File: config.mk
export PLATFORM = sky130hd
export DESIGN_NAME = mult4bit_seq
export DESIGN_NICKNAME = d
export VERILOG_FILES = /design/src/rtl/mult4bit_seq.sv
export SDC_FILE = /design/constraint.sdc
export NUM_CORES = 1
export LEC_CHECK = 0
export ABC_CLOCK_PERIOD_IN_PS = 2500
export CORE_MARGIN = 2
export CORE_UTILIZATION = 50
export DETAILED_ROUTE_END_ITERATION = 10
export GPL_ROUTABILITY_DRIVEN = 0
export GPL_TIMING_DRIVEN = 0
export PLACE_DENSITY = 0.76
export SYNTH_ARGS = -nofsm -noshare
export SYNTH_HDL_FRONTEND = slang
export SYNTH_SLANG_ARGS = --single-unit
File: constraint.sdc
create_clock -name clk -period 2.5 [get_ports clk]
set_input_delay 0.5 -clock clk [delete_from_list [all_inputs] [get_ports clk]]
set_output_delay 0.5 -clock clk [all_outputs]
set_load 0.02 [all_outputs]
File: src/rtl/mult4bit_seq.sv
// Purpose: unsigned N x N sequential shift-and-add multiplier producing a 2N-bit product.
// Latency: N+1 clocks from the accepted start to the done strobe; one result every N+1 cycles back-to-back.
// Backpressure: none; start is accepted only in IDLE or DONE and is ignored while busy.
module mult4bit_seq #(
  parameter int N = 4
) (
  input  logic           clk,
  input  logic           rst,
  input  logic           start,
  input  logic [N-1:0]   inA,
  input  logic [N-1:0]   inB,
  output logic           busy,
  output logic           done,
  output logic [2*N-1:0] p
);

  localparam int CW = $clog2(N + 1);

  typedef enum logic [1:0] {
    IDLE = 2'd0,
    RUN  = 2'd1,
    DONE = 2'd2
  } state_t;

  state_t         state;
  state_t         stateNext;
  logic [N-1:0]   mcand;
  logic [2*N-1:0] acc;
  logic [2*N-1:0] accNext;
  logic [CW-1:0]  cnt;
  logic [N:0]     sum;
  logic           accept;
  logic           lastIter;

  // Operand acceptance, last-iteration detect and next state.
  always_comb begin
    stateNext = state;
    accept    = 1'b0;
    lastIter  = 1'b0;
    unique case (state)
      IDLE: begin
        accept = start;
        if (start) stateNext = RUN;
      end
      RUN: begin
        lastIter = (cnt == CW'(N - 1));
        if (lastIter) stateNext = DONE;
      end
      DONE: begin
        accept    = start;
        stateNext = start ? RUN : IDLE;
      end
      default: stateNext = IDLE;
    endcase
  end

  // One partial-product step: conditional add of the multiplicand into the
  // upper half, then shift right with the adder carry landing in the MSB.
  always_comb begin
    sum = {1'b0, acc[2*N-1:N]};
    if (acc[0]) sum = {1'b0, acc[2*N-1:N]} + {1'b0, mcand};
    accNext = {sum, acc[N-1:1]};
  end

  // State register plus registered status outputs, derived from the next state.
  always_ff @(posedge clk) begin
    if (rst) begin
      state <= IDLE;
      busy  <= 1'b0;
      done  <= 1'b0;
    end else begin
      state <= stateNext;
      busy  <= (stateNext == RUN);
      done  <= (stateNext == DONE);
    end
  end

  // Datapath: operand capture on accept, one iteration per RUN cycle, and a
  // product update only on the final iteration so p never shows partial sums.
  always_ff @(posedge clk) begin
    if (rst) begin
      mcand <= '0;
      acc   <= '0;
      cnt   <= '0;
      p     <= '0;
    end else if (accept) begin
      mcand <= inA;
      acc   <= {{N{1'b0}}, inB};
      cnt   <= '0;
    end else if (state == RUN) begin
      acc <= accNext;
      cnt <= cnt + 1'b1;
      if (lastIter) p <= accNext;
    end
  end

endmodule

== Word-level counts from Yosys, hierarchy flattened ==
Index checks and enable logic that the tools add are counted.

* Input port bits: 11
* Flip-flop bits (word level): 27
* Word-level logic and storage cells: 30
* Output and inout port bits: 10

* Add/subtract/negate cells: 2
* Reductions and logical operators: 5
* Eq/ne operators: 5
* Muxes and demuxes: 9
* Bitwise gates (word level): 1

{| class="wikitable"
|+ Operators by type and width
! cell !! count
|-
| 4-bit two-way mux || 2
|-
| 2-bit one-hot mux with 3 select lines || 1
|-
| 4-bit by 4-bit adder with 5-bit output || 1
|-
| 5-bit two-way mux || 1
|-
| 2-bit by 1-bit == test with 1-bit output (second input constant) || 2
|-
| 2-bit == test (second input constant) || 2
|-
| 2-bit two-way mux || 2
|-
| 2-bit OR reduction || 2
|-
| 3-bit by 1-bit adder with 3-bit output (second input constant) || 1
|-
| 3-bit by 2-bit == test with 1-bit output (second input constant) || 1
|-
| 1-bit two-way mux || 3
|-
| 3-bit AND reduction || 1
|-
| 2-bit logical NOT || 1
|-
| 2-bit nonzero test || 1
|-
| 1-bit NOT || 1
|}

== Depth between registers and ports, before layout ==
Gate-level depths: netlist (run 1).

* Depth after elaboration: 5
* Depth in mapped cells: 7

== Worst setup path before layout (run 1) ==
Ideal clock, no wire load.

* Path type: flip-flop to flip-flop
* From: reg acc[4]
* To: reg acc[5]
* Setup time: 86 ps
* Required time: 2,414 ps
* Path slack: 1,048 ps
* Arrival: 1,366 ps
* Cell stages (with the launch flop): 7
* Cell sequence: dfxtp_1 -> ha_1 -> inv_1 -> fa_1 -> xnor2_1 -> mux2i_1 -> a211oi_1

* Cells in the longest elaborated chain, start to end: 2

{| class="wikitable"
|+ Ends and longest elaborated chain
! item !! RTL line !! text
|-
| from (decl) || 28 || <nowiki>logic [2*N-1:0] acc;</nowiki>
|-
| from (signal assigned) || 88 || <nowiki>acc <= {{N{1'b0}}, inB};</nowiki>
|-
| from (signal assigned) || 91 || <nowiki>acc <= accNext;</nowiki>
|-
| 4-bit by 4-bit adder with 5-bit output || 61 || <nowiki>if (acc[0]) sum = {1'b0, acc[2*N-1:N]} + {1'b0, mcand};</nowiki>
|-
| 5-bit two-way mux || 61 ||
|}

Every way passes these cells.
A chain may end at the register's enable or synchronous reset.

== Final worst setup path (run 1) ==
* From: reg p[6]
* To: out p[6]

{| class="wikitable"
|+ RTL lines
! item !! RTL line !! text
|-
| from (decl) || 14 || <nowiki>output logic [2*N-1:0] p</nowiki>
|-
| from (signal assigned) || 93 || <nowiki>if (lastIter) p <= accNext;</nowiki>
|}

No word-level cell between the ends.

==> qor.txt, run 1 <==
Outcome: finished clean
Worst Hold Depth: 2
Vias per cell: 5.32
WHS: 0.468 ns
Vias: 995
CTS tree: built
Beginning of the worst register-to-register path: acc[4]$_SDFFE_PP0P_
Synth unique cells: 34
Initial DRC count: 12
First-pass GRT wire length: 4.15 mm
Routed Wire Length: 2.51 mm
Hold EP: p[1]$_SDFFE_PP0P_
GR Util met2: 36.7%
Fmax: 552 MHz
Seq/Total Area, Yosys: 45.3%
Max-slew violation count: 0
Synth area leaders: dfxtp_1 45%, nand2_1 8.2%, ha_1 6.3%
Layout Utilization: 65.2%
Resized Gates After CTS: 0
Largest family of logic cells by synthesized area: simple AND/OR/NAND/NOR gates
Critical path type: reg2out
Critical-path top delay cell: clkdlybuf4s50_1
Top delay family on crit path: buffers and inverters
Num CTS Buffers: 3
CP peak stage delay: 0.61 ns
H-tree depth: 1
Final Critical Period: 1.81 ns
Leakage power: 0.558 nW
Syn Nets: 153
Nets: 178
RSZ-0062 raised after global routing: false
GR Util met1: 26.1%
FF+latch count, synth: 27
Post-synthesis simple-gate area fraction: 22.0%
Met3 Use GR: 1.69%
Final ANT Viol Nets: 0
P per Cell Area: 524 nW/um^2
Buf/Inv on CP: 1
Measured slew at the worst slew-check pin: 0.586 ns
Synth top area share: 45.3%
CP cell instances: clkdlybuf4s50_1
R2R Setup Slk: 0.86 ns
Clk root buf: clkbuf_4
Avg Cell Area, Syn: 8.84 sq um
Most used DFF post-synth: dfxtp_1
Max FO, Critical Path: 2
Final setup viols: 0
Initial antenna violation count: 0
Clk pin slew, worst setup/hold paths: 0.15 ns
Hold Crit Class: reg2reg
Busiest grt layer: met2
DPL Wire Length: 1.91 mm
Reg2Reg Depth: 6
Max-Cap Viols: 0
Largest area contributor in the netlist: dfxtp_1
Hold buffer count at cts: 0
Vias in the first global route: 905
CORE AREA: 2230 sq um
Total GRT Usage: 20.7%
Fraction of the mapped netlist area in adder cells: 7.97%
Yosys Warn Count: 0
Worst R2R End: acc[5]$_SDFFE_PP0P_
DRC viols: 0
Async S/R FF share, synth: 0%
Post-synthesis compound-gate area fraction: 16.5%
Hold Vio Cnt, Final: 0
Clock Skews: 0.00855 ns
DIE WIDTH: 52.9 microns
Largest net degree at the start of global routing: 16
Die span in y: 52.9 microns
Max clock buf depth: 2
XOR/XNOR share of the synthesized area: 1.47%
Buffers on Ports: 20
Fin crit share: 72.4%
Sum Neg Setup Slack: 0 ns
Post-Synthesis Cells: 135
Diode count: 0
Share of post-route cells with drive strength above 1: 9.43%
TritonCTS Sinks: 27
Clock Latency Late Sink: 0.32 ns
Die area: 2790 sq um
Synth top cells by count: 27 x dfxtp_1, 26 x nand2_1, 16 x nor2_1
Synthesized area: 1190 sq um
Gr ovfl total: 0
EDFF count, synth: 0
Post-CTS setup repair buffer count: 0
Layout area overhead: 22.0%
CP Capture Type: primary output
Maximum vdd drop: 0.405 mV
Relative slew margins: 60.9%
Cell with the most instances after synthesis: dfxtp_1
Row count: 17
Pre-antenna DRT Iters: 4
Mux contribution to synthesized area: 1.68%
Drt wl/cell: 13.4 microns
Worst Path Arrival: 1.31 ns
HP Start: p[1]$_SDFFE_PP0P_
Crit start category: flop
IO Pins: 21
Starting Density: 53.4%
Crit path required time: 2.00 ns
[worst max-delay path by stage]
stage | startpoint | end | depth (start not counted)
CTS | p[0]$_SDFFE_PP0P_ | p[0] | 1
finish | p[6]$_SDFFE_PP0P_ | p[6] | 1
detailed placement | start | acc[3]$_SDFFE_PP0P_ | 4
global placement | start | acc[3]$_SDFFE_PP0P_ | 4
floorplan | acc[4]$_SDFFE_PP0P_ | acc[5]$_SDFFE_PP0P_ | 6
global route | p[6]$_SDFFE_PP0P_ | p[6] | 1
[tightest hold or removal path, stage by stage (launching register included)]
cell	delay, ns
dfxtp_1	0.34
nand2_1	0.05
a21oi_1	0.05
[power by group]
group	switching [mW]	internal, mW
sequential	0.0117	0.449
combinational	0.0609	0.0534
clock	0.128	0.0599
total	0.201	0.562
[layout by cell type (no fill, tap or decap), types with 2 or more instances in the layout]
cell type        instances
o211ai_1                 2
a211oi_1                 2
inv_1                    4
dfxtp_1                 27
clkdlybuf4s50_1         20
o22ai_1                  3
buf_4                    3
clkbuf_1                 2
a211oi_2                 2
ha_1                     6
a21oi_1                 13
nor2b_1                  2
xnor2_1                  2
nand2_1                 26
mux2i_1                  2
nor3_1                   3
nor2_1                  16
clkbuf_4                 3
nand2b_1                 3
[flip-flops by register name (all words and copies together) (netlist names)]
signal / count
mcand: 4
acc: 8
p: 8
state: 2
busy: 1
done: 1
cnt: 3
[cell families (layout without fill, tap and decap cells)]
family / after synthesis / in the layout
AOI/OAI and AO/OA: 29 / 29
xor gates and xnor gates: 2 / 2
adders and majority gates: 7 / 7
buffers and inverters: 11 / 35
DFF: 27 / 27
muxes: 2 / 2
and+or+nand+nor: 57 / 57
[cell type report]
| cell class | count | area [sq um] |
|---|---|---|
| timing repair buffer | 20 | 200 |
| multi-input combinational | 97 | 592 |
| inverter | 4 | 15.0 |
| tap | 28 | 35.0 |
| buffer | 7 | 46.3 |
| sequential | 27 | 541 |
| clock inverter | 1 | 5.00 |
| fill | 210 | 777 |
| clock buffer | 3 | 22.5 |
[layer usage]
metal	wire length, microns	share of wire (%)
met1	1130	45
met2	1290	51
met3	66	2.6
met4	33	1.3
met5	0	0
[stage by stage]
step / setup slack [ns] / instances / instance area, sq um / total power, mW
finish: 0.690 / 187 / 1460 / 0.763
global route: 0.634 / 187 / 1460 / 0.799
CTS: 0.693 / 187 / 1460 / 0.764
detailed placement: 0.608 / 183 / 1430 / 0.584
global placement: 0.639 / 183 / 1430 / 0.579
floorplan: 1.05 / 135 / 1190 / 0.544
(Power assumes the default switching activity.)
==> run 2: changes to the inputs <==
--- a/config.mk
+++ b/config.mk
@@ -5,7 +5,7 @@
 export SDC_FILE = /design/constraint.sdc
 export NUM_CORES = 1
 export LEC_CHECK = 0
-export ABC_CLOCK_PERIOD_IN_PS = 2500
+export ABC_CLOCK_PERIOD_IN_PS = 1900
 export CORE_MARGIN = 2
 export CORE_UTILIZATION = 50
 export DETAILED_ROUTE_END_ITERATION = 10
==> constraint.sdc (replaced) <==
create_clock -name clk -period 1.9 [get_ports clk]
set_input_delay 0.38 -clock clk [delete_from_list [all_inputs] [get_ports clk]]
set_output_delay 0.38 -clock clk [all_outputs]
set_load 0.02 [all_outputs]
==> results of run 2 <==
Same layout as run 1 (identical final DEF). Status: finished clean.
Main changes from that run: setup slack after placement 0.608 ns -> 0.128 ns; setup slack after layout 0.690 ns -> 0.210 ns; register-to-register setup slack 0.86 ns -> 0.26 ns; total power 0.763 mW -> 1.00 mW; worst IR drop on VDD 0.405 mV -> 0.533 mV
==> run 3: changes to the inputs <==
--- a/config.mk
+++ b/config.mk
@@ -12,6 +12,7 @@
 export GPL_ROUTABILITY_DRIVEN = 0
 export GPL_TIMING_DRIVEN = 0
 export PLACE_DENSITY = 0.76
+export SETUP_SLACK_MARGIN = 0.5
 export SYNTH_ARGS = -nofsm -noshare
 export SYNTH_HDL_FRONTEND = slang
 export SYNTH_SLANG_ARGS = --single-unit
==> run 3 against run 2 <==
- core utilization up 0.67 points
- critical path depth grew 6
- combinational power up 5%
- clock power grew 3%
- cell area rose by 1.0%
- non-clock buffer count increased by 1
- sequential share of layout area up 0.22 points
- clock skew decreased by 0.0058 ns
- via count decreased by 0.70%
- sequential cell count is the same
- final cell count up 0.53%
==> qor.txt, run 3 (same netlist as run 1, synthesis figures left out) <==
Final ANT Viol Nets: 0
CTS tree: built
Sum Neg Setup Slack: 0 ns
Initial antenna violation count: 0
Max-slew violation count: 0
First-pass GRT wire length: 4.10 mm
Clk root buf: clkbuf_4
Buffers on Ports: 20
Reg2Reg Depth: 7
Nets: 179
Area after DPL: 1450 sq um
Post-route design area: 1470 sq um
Initial DRC count: 28
Starting Density: 53.4%
Vias in the first global route: 905
Worst Path Arrival: 1.77 ns
Gr ovfl total: 0
DIE WIDTH: 52.9 microns
Num CTS Buffers: 3
Final Critical Period: 1.50 ns
Fmax: 667 MHz
Relative slew margins: 61.1%
Beginning of the worst register-to-register path: mcand[0]$_SDFFE_PP0P_
Critical path type: reg2reg
Row count: 17
Busiest grt layer: met2
Worst R2R End: acc[7]$_SDFFE_PP0P_
Die span in y: 52.9 microns
Total GRT Usage: 20.1%
Worst Hold Depth: 2
Layout area overhead: 23.3%
Most frequent cells in the layout: 26 x nand2_1, 20 x dfxtp_1, 16 x nor2_1, 12 x a21oi_1, 10 x clkdlybuf4s50_1
Die area: 2790 sq um
RSZ-0062 raised after global routing: true
Share of post-route cells with drive strength above 1: 23.1%
GR Util met1: 27.9%
GR Util met2: 31.5%
Routed Wire Length: 2.45 mm
Measured slew at the worst slew-check pin: 0.583 ns
IO Pins: 21
Final setup viols: 0
Largest net degree at the start of global routing: 17
Layout filler cell count: 191
Vias per cell: 5.26
Area of the multi-input gates: 628 sq um
Clk pin slew, worst setup/hold paths: 0.15 ns
H-tree depth: 1
Maximum vdd drop: 0.488 mV
Max-Cap Viols: 0
Hold EP: p[2]$_SDFFE_PP0P_
Largest regs: acc x8, p x8, mcand x4
Leakage power: 0.570 nW
HP Start: p[2]$_SDFFE_PP0P_
TritonCTS Sinks: 27
CORE AREA: 2230 sq um
P per Cell Area: 694 nW/um^2
Crit path required time: 2.17 ns
Hold buffer count at cts: 0
Pre-antenna DRT Iters: 4
DRC viols: 0
DPL Wire Length: 1.76 mm
Vias: 988
Register Area: 549 sq um
Layout Utilization: 65.9%
CP Capture Type: flop
Fin crit share: 78.9%
Drt wl/cell: 13.0 microns
Max clock buf depth: 2
Hold Crit Class: reg2reg
Outcome: finished clean
Clock Latency Late Sink: 0.32 ns
Total Power: 1.02 mW
Met3 Use GR: 2.54%
Commonest non-fill, non-tap cell in the layout: nand2_1
Crit start category: flop
Clock Skews: 0.00274 ns
Diode count: 0
R2R Setup Slk: 0.40 ns
Max FO, Critical Path: 2
Hold Vio Cnt, Final: 0
## run 3: cell types whose count changed in the layout (fill, tap and decap cells not counted), moves of 2 or more
cell / change
clkdlybuf4s50_1: -10
clkbuf_2: +8
dfxtp_1: -7
dfxtp_2: +7
clkdlybuf4s15_1: +2
ha_1: -2
ha_4: +2
## run 3: worst max path at each step
stage | from | to | slack (ns) | cells past startpoint
2_1_floorplan | acc[4]$_SDFFE_PP0P_ | acc[5]$_SDFFE_PP0P_ | 0.50 | 6
3_3_place_gp | start | acc[3]$_SDFFE_PP0P_ | 0.25 | 4
3_5_place_dp | start | acc[3]$_SDFFE_PP0P_ | 0.23 | 4
4_1_cts | mcand[0]$_SDFFE_PP0P_ | p[7]$_SDFFE_PP0P_ | 0.41 | 7
5_1_grt | mcand[0]$_SDFFE_PP0P_ | p[7]$_SDFFE_PP0P_ | 0.35 | 7
6_report | mcand[0]$_SDFFE_PP0P_ | acc[7]$_SDFFE_PP0P_ | 0.40 | 7
## run 3: metrics by stage
stage | setup WS (ns) | cells | hold slack (ns)
final | 0.400 | 188 | 0.465
after global routing | 0.346 | 188 | 0.487
after CTS | 0.413 | 188 | 0.468
after detailed placement | 0.228 | 183 | 0.449
after global placement | 0.253 | 183 | 0.443
after floorplan | 0.500 | 135 | 0.438
## run 3: timing repair
item / 4_1_cts / 5_1_grt
cloned: 0 / 0
pin swaps: 6 / 5
gates resized for setup: 24 / 15
setup buffers: 1 / 0
endpoints found under the setup margin: 18 / 19
## run 3: routing by layer
metal	vias up	share of wire, %	wire length (microns)
met5	-	0	0
met4	0	1.5	36
met3	4	3.6	88
met2	19	48	1170
met1	459	47	1150
li1	506	-	-
## run 3: final cells by class
type / instances / share of cell area [%]
Inverter: 4 / 1.02
Tap cell: 28 / 2.38
Buffer: 7 / 3.15
Multi-Input combinational cell: 97 / 42.7
Sequential cell: 27 / 37.3
Clock buffer: 3 / 1.53
Timing Repair Buffer: 21 / 11.4
Clock inverter: 1 / 0.510
## run 3: where the power goes
part           internal (mW)  total (mW)  leakage (nW)  switching (mW)
clock network         0.0804       0.254        0.0139           0.174
registers              0.592       0.610         0.223          0.0175
logic                 0.0752       0.157         0.333          0.0822
## run 3: critical path, stage by stage, from the launching register on
cell and delay [ns]:
dfxtp_2 0.38, ha_4 0.13, inv_2 0.03, fa_2 0.34
nor2b_1 0.12, o21a_1 0.18, o211ai_1 0.12, a21oi_1 0.14
